$ cat src/rtl/fft_stage8_butterfly_pkg.sv
// Shared constants and FSM encoding for the radix-2 FFT butterfly stage.
package fft_stage8_butterfly_pkg;
    localparam int FFT_DATA_W  = 16;
    localparam int FFT_TW_W    = 14;
    localparam int FFT_PAIRS   = 128;
    localparam int FFT_TW_FRAC = 12;
    localparam int FFT_PTR_W   = 7;

    typedef enum logic [1:0] {
        ST_IDLE  = 2'd0,
        ST_RUN   = 2'd1,
        ST_DRAIN = 2'd2
    } fft_state_e;
endpackage

$ cat src/rtl/fft_cmul_round.sv
// Complex multiply T = B * (cos - j*sin) with round-half-up to DATA_W+1 bits.
// Register 1 aligns B with the ROM output; register 2 holds the full-precision products.
module fft_cmul_round
    import fft_stage8_butterfly_pkg::*;
#(
    parameter int DATA_W = FFT_DATA_W,
    parameter int TW_W   = FFT_TW_W
) (
    input  logic                     clk,
    input  logic                     rst_n,
    input  logic                     ld_b_i,
    input  logic                     ld_p_i,
    input  logic signed [DATA_W-1:0] b_re_i,
    input  logic signed [DATA_W-1:0] b_im_i,
    input  logic signed [TW_W-1:0]   cos_i,
    input  logic signed [TW_W-1:0]   sin_i,
    output logic signed [DATA_W:0]   t_re_o,
    output logic signed [DATA_W:0]   t_im_o
);
    localparam int P_W = DATA_W + TW_W;
    localparam int S_W = P_W + 1;
    localparam int T_W = DATA_W + 1;
    localparam logic signed [S_W-1:0] ROUND = S_W'(1 << (FFT_TW_FRAC - 1));

    logic signed [DATA_W-1:0] b_re_q, b_im_q;
    logic signed [P_W-1:0]    p_rc_q, p_is_q, p_ic_q, p_rs_q;
    logic signed [S_W-1:0]    sum_re, sum_im;

    always_ff @(posedge clk or negedge rst_n) begin
        if (!rst_n) begin
            b_re_q <= '0;
            b_im_q <= '0;
            p_rc_q <= '0;
            p_is_q <= '0;
            p_ic_q <= '0;
            p_rs_q <= '0;
        end else begin
            if (ld_b_i) begin
                b_re_q <= b_re_i;
                b_im_q <= b_im_i;
            end
            if (ld_p_i) begin
                p_rc_q <= P_W'(b_re_q) * P_W'(cos_i);
                p_is_q <= P_W'(b_im_q) * P_W'(sin_i);
                p_ic_q <= P_W'(b_im_q) * P_W'(cos_i);
                p_rs_q <= P_W'(b_re_q) * P_W'(sin_i);
            end
        end
    end

    // |W| <= 1 keeps the rounded result inside DATA_W+1 bits, so a plain cast is safe.
    always_comb begin
        sum_re = S_W'(p_rc_q) + S_W'(p_is_q) + ROUND;
        sum_im = S_W'(p_ic_q) - S_W'(p_rs_q) + ROUND;
        t_re_o = T_W'(sum_re >>> FFT_TW_FRAC);
        t_im_o = T_W'(sum_im >>> FFT_TW_FRAC);
    end
endmodule

$ cat src/rtl/fft_stage8_butterfly.sv
// One radix-2 DIT butterfly stage: X = A + B*W, Y = A - B*W, three-cycle pipeline.
// Handshake: a pair is taken on any cycle with in_valid=1 while in RUN (no backpressure).
module fft_stage8_butterfly
    import fft_stage8_butterfly_pkg::*;
#(
    parameter int DATA_W = FFT_DATA_W,
    parameter int TW_W   = FFT_TW_W,
    parameter int PAIRS  = FFT_PAIRS
) (
    input  logic                       clk,
    input  logic                       rst_n,
    input  logic                       start,
    input  logic                       in_valid,
    input  logic signed [DATA_W-1:0]   in_a_re,
    input  logic signed [DATA_W-1:0]   in_a_im,
    input  logic signed [DATA_W-1:0]   in_b_re,
    input  logic signed [DATA_W-1:0]   in_b_im,
    output logic [FFT_PTR_W-1:0]       rd_ptr_angle,
    output logic                       tw_en,
    input  logic signed [TW_W-1:0]     cos_data,
    input  logic signed [TW_W-1:0]     sin_data,
    output logic                       out_valid,
    output logic signed [DATA_W+1:0]   out_x_re,
    output logic signed [DATA_W+1:0]   out_x_im,
    output logic signed [DATA_W+1:0]   out_y_re,
    output logic signed [DATA_W+1:0]   out_y_im,
    output logic                       busy,
    output logic                       frame_done,
    output fft_state_e                 dbg_state
);
    localparam int O_W = DATA_W + 2;

    fft_state_e               state_q, state_d;
    logic [FFT_PTR_W-1:0]     cnt_q, cnt_d;
    logic                     accept, last_pair;
    logic                     v1_q, last1_q, v2_q, last2_q, v3_q, fd_q;
    logic signed [DATA_W-1:0] a1_re_q, a1_im_q, a2_re_q, a2_im_q;
    logic signed [DATA_W:0]   t_re, t_im;
    logic signed [O_W-1:0]    x_re_q, x_im_q, y_re_q, y_im_q;
    logic signed [O_W-1:0]    x_re_d, x_im_d, y_re_d, y_im_d;

    assign accept    = (state_q == ST_RUN) && in_valid;
    assign last_pair = (cnt_q == FFT_PTR_W'(PAIRS - 1));

    always_comb begin
        state_d = state_q;
        cnt_d   = cnt_q;
        case (state_q)
            ST_IDLE: begin
                if (start) begin
                    state_d = ST_RUN;
                    cnt_d   = '0;
                end
            end
            ST_RUN: begin
                if (accept) begin
                    cnt_d = last_pair ? '0 : cnt_q + 1'b1;
                    if (last_pair) state_d = ST_DRAIN;
                end
            end
            ST_DRAIN: begin
                if (fd_q) state_d = ST_IDLE;
            end
            default: state_d = ST_IDLE;
        endcase
    end

    always_ff @(posedge clk or negedge rst_n) begin
        if (!rst_n) begin
            state_q <= ST_IDLE;
            cnt_q   <= '0;
        end else begin
            state_q <= state_d;
            cnt_q   <= cnt_d;
        end
    end

    fft_cmul_round #(.DATA_W(DATA_W), .TW_W(TW_W)) u_cmul (
        .clk    (clk),
        .rst_n  (rst_n),
        .ld_b_i (accept),
        .ld_p_i (v1_q),
        .b_re_i (in_b_re),
        .b_im_i (in_b_im),
        .cos_i  (cos_data),
        .sin_i  (sin_data),
        .t_re_o (t_re),
        .t_im_o (t_im)
    );

    // Two guard bits absorb the worst case |A| + |T| without wrap.
    always_comb begin
        x_re_d = {{2{a2_re_q[DATA_W-1]}}, a2_re_q} + {t_re[DATA_W], t_re};
        x_im_d = {{2{a2_im_q[DATA_W-1]}}, a2_im_q} + {t_im[DATA_W], t_im};
        y_re_d = {{2{a2_re_q[DATA_W-1]}}, a2_re_q} - {t_re[DATA_W], t_re};
        y_im_d = {{2{a2_im_q[DATA_W-1]}}, a2_im_q} - {t_im[DATA_W], t_im};
    end

    always_ff @(posedge clk or negedge rst_n) begin
        if (!rst_n) begin
            v1_q    <= 1'b0;
            last1_q <= 1'b0;
            v2_q    <= 1'b0;
            last2_q <= 1'b0;
            v3_q    <= 1'b0;
            fd_q    <= 1'b0;
            a1_re_q <= '0;
            a1_im_q <= '0;
            a2_re_q <= '0;
            a2_im_q <= '0;
            x_re_q  <= '0;
            x_im_q  <= '0;
            y_re_q  <= '0;
            y_im_q  <= '0;
        end else begin
            v1_q    <= accept;
            last1_q <= accept && last_pair;
            v2_q    <= v1_q;
            last2_q <= last1_q;
            v3_q    <= v2_q;
            fd_q    <= v2_q && last2_q;
            if (accept) begin
                a1_re_q <= in_a_re;
                a1_im_q <= in_a_im;
            end
            if (v1_q) begin
                a2_re_q <= a1_re_q;
                a2_im_q <= a1_im_q;
            end
            if (v2_q) begin
                x_re_q <= x_re_d;
                x_im_q <= x_im_d;
                y_re_q <= y_re_d;
                y_im_q <= y_im_d;
            end
        end
    end

    assign rd_ptr_angle = cnt_q;
    assign tw_en        = accept;
    assign out_valid    = v3_q;
    assign frame_done   = fd_q;
    assign busy         = (state_q != ST_IDLE);
    assign out_x_re     = x_re_q;
    assign out_x_im     = x_im_q;
    assign out_y_re     = y_re_q;
    assign out_y_im     = y_im_q;
    assign dbg_state    = state_q;
endmodule

$ cat config.mk
export PLATFORM = sky130hd
export DESIGN_NAME = fft_stage8_butterfly
export DESIGN_NICKNAME = d
export VERILOG_FILES = /design/src/rtl/fft_stage8_butterfly_pkg.sv /design/src/rtl/fft_cmul_round.sv /design/src/rtl/fft_stage8_butterfly.sv
export SDC_FILE = /design/constraint.sdc
export NUM_CORES = 2
export LEC_CHECK = 0
export CAP_MARGIN = 20
export CORE_UTILIZATION = 65
export CTS_BUF_LIST = sky130_fd_sc_hd__clkbuf_8
export DETAILED_ROUTE_END_ITERATION = 10
export PLACE_DENSITY = 0.81
export SLEW_MARGIN = 0
export SYNTH_ARGS = -nofsm -noshare
export SYNTH_HDL_FRONTEND = slang
export SYNTH_SLANG_ARGS = --single-unit
$ cat constraint.sdc
create_clock -name clk -period 7.8 [get_ports clk]
set_clock_uncertainty 0.15 [all_clocks]
set_input_delay 1.56 -clock clk [delete_from_list [all_inputs] [get_ports clk]]
set_output_delay 1.56 -clock clk [all_outputs]
set_load 0.02 [all_outputs]
==> impl_results.md <==
* Status: finished, final reports clean
* DR WL/cell at 18.5 um
* CP Buf/Inv Count at 6
* Asr flop ratio synth at 1.00
* Min-Delay Path Class: flip-flop to flip-flop
* Fin nets at 7049
* Least-Margin Pin Slew at 1.16 ns
* Yosys reg bits at 297
* CP peak stage delay at 0.60 ns
* CTS H-tree lvls at 2
* # IOs at 181
* First-pass GRT wire length at 205000 um
* Share of layout cells above drive strength 1 at 0.116
* Total gr overflow at 0
* Final Hold Viols at 0
* DR vias at 37100
* Post-DP Area at 0.0545 mm^2
* Mux contribution to synthesized area at 0.0311
* Iteration-0 DRC Markers at 2843
* Die Y at 277 um
* Synth area leaders: fa_1 (35%), dfrtp_1 (15%), ha_1 (12%), inv_1 (8.2%), and2_1 (5.7%)
* Final Core Density at 0.749
* Worst-path clk slew at 0.06 ns
* Top-count cell post-synth: inv_1
* Final GP Congestion at 0.950
* Latest clock arrival within the worst-skew pair at 0.71 ns
* Initial antenna violation count at 8
* CTS root buf: clkbuf_8
* CP Class: primary input to flip-flop
* GRT Total Usage at 0.338
* Rel. slew slack at 0.225
* Met1 Use GR at 0.450
* Post-CTS Hold Buffers at 0
* Max-slew violation count at 0
* Max Freq at 0.131 GHz
* Area leader, netlist: fa_1
* Die W at 277 um
* Data required time at the worst endpoint at 8.24 ns
* Antenna viol nets, final at 0
* Adder-cell share of the synthesized area at 0.466
* Max Fanout on Critical Path at 12
* Crit-path leading delay family: adder cells
* WL final at 123000 um
* Number of global-route vias before repair at 40000
* Area delta synth->final at 13.8%
* CTS tree: done
* CP startpoint kind: primary input
* GRT met2 Usage at 0.555
* CP max-delay cell: fa_1
* Mapped Nets at 6660
* Synth warn at 0
* PortBufs at 180
* Most frequent cells after synthesis: inv_1 (1073), fa_1 (860), nand2_1 (667), ha_1 (452), and2_1 (450)
* Global routing usage on met3 at 0.0520
* Layer with the highest usage: met2
* WHS at 0.201 ns
* Yosys top cell area share at 0.351
* Crit path DAT at 8.08 ns
* Min cycle time layout at 7.64 ns
* Clock tree buffer depth at 3
* Setup-failing EPs final at 0
* Syn avg cell area at 9.35 um^2
* Core Footprint at 0.0746 mm^2
* Post-route clock period utilization at 0.979
* Via density at 5.57
* Cell mode on critical path: fa_1
* Synth Area in Compound Gates at 0.0674
* CP Capture Type: flip-flop
* Final std cells w/o fill at 6656
* Distinct cells, synth at 69
* Synth Area in Simple Gates at 0.140
* Pre-antenna DRT Iters at 8
* Placed Instances at 6551
* Clock net sink count at 297
* Die area at 0.0767 mm^2
* Design Area, Final at 0.0559 mm^2
* Post-synth top flop: dfrtp_1
* Mapped cell area at 0.0491 mm^2
* Max Cap Viol at 0
* DPL Wire Length at 99600 um
* DRC at 0
* Synthesized netlist cell count at 5252
* Xor and xnor fraction of the mapped netlist area at 0.0432
* Post-synth EDFFs at 0
* Largest net degree at the start of global routing at 170
* Post-synthesis sequential area ratio at 0.151
* TritonCTS Buffers at 55
* Starting Density at 0.659
* Main combinational cell family by area after synthesis: adder cells
* Core Rows at 100
[flip-flops by register name (all words and copies together) (netlist names)]
signal	count
u_cmul.p_rs_q	29
v1_q	1
u_cmul.p_ic_q	29
out_valid	1
rd_ptr_angle	7
out_y_re	18
a1_re_q	16
u_cmul.b_im_q	16
a2_im_q	16
out_x_re	17
a2_re_q	16
v2_q	1
a1_im_q	16
u_cmul.b_re_q	16
frame_done	1
last1_q	1
dbg_state	2
out_x_im	17
out_y_im	18
u_cmul.p_is_q	29
last2_q	1
u_cmul.p_rc_q	29
[cells in the final DEF, fill, tap and decap left out, drive strengths merged, types with 54 or more instances in the layout]
cell type / count
a21oi: 175
nor2: 163
o21ai: 91
inv: 1098
ha: 452
clkbuf: 69
nand2: 667
xor2: 54
clkdlybuf4s50: 175
and2: 450
dfrtp: 297
mux2: 133
xnor2: 188
fa: 860
buf: 401
a21o: 62
[worst paths after layout]
check                                       from           endpoint  slack (ns)  depth (start not counted)
worst max-delay path                 sin_data[9]  u_cmul.p_rs_q[28]        0.16                         25
worst min-delay path                     last1_q            last2_q        0.20                          0
worst max register to register  u_cmul.b_im_q[4]  u_cmul.p_is_q[28]        0.63                         23
worst min register to register           last1_q            last2_q        0.20                          0
max in group asynchronous                  rst_n   u_cmul.b_re_q[6]        5.27                          2
min in group asynchronous                  rst_n       out_x_im[13]        0.70                          1
[per-layer routing]
| metal | vias to the layer above | routed length (um) |
|---|---|---|
| li1 | 16700 | - |
| met1 | 18700 | 49100 |
| met2 | 1419 | 57900 |
| met3 | 330 | 10000 |
| met4 | 4 | 6320 |
| met5 | - | 36 |
[final cells by class]
| type | instances | area, um^2 |
|---|---|---|
| diodes | 2 | 5.00 |
| multi-input cells | 3633 | 36800 |
| clock buffers | 69 | 950 |
| repair buffers | 580 | 5180 |
| fillers | 5239 | 18700 |
| flip-flops and latches | 297 | 7440 |
| well taps | 969 | 1210 |
| inverters | 1074 | 4030 |
| clock inverters | 32 | 229 |
[stage by stage]
step           setup TNS, ns  setup slack [ns]
4_1_cts                    0            0.0372
3_5_place_dp          -16.53            -0.708
3_3_place_gp          -11.06            -0.562
6_report                   0             0.161
5_1_grt               -0.109           -0.0538
2_1_floorplan              0             0.260
[cell families after synthesis]
| logic type | count (synthesis) |
|---|---|
| mux | 136 |
| fa+ha+maj | 1312 |
| xor+xnor | 242 |
| flops | 297 |
| simple gates | 1438 |
| compound gates | 505 |
| buf+inv | 1322 |
[what timing repair did]
| action | in CTS | in global routing |
|---|---|---|
| gates resized for setup | 0 | 32 |
| buffers inserted | 0 | 1 |
| setup endpoints to repair | 0 | 20 |
Power is not shown: default switching activity piles up to over one toggle a cycle in this logic, so the estimate is an artifact.
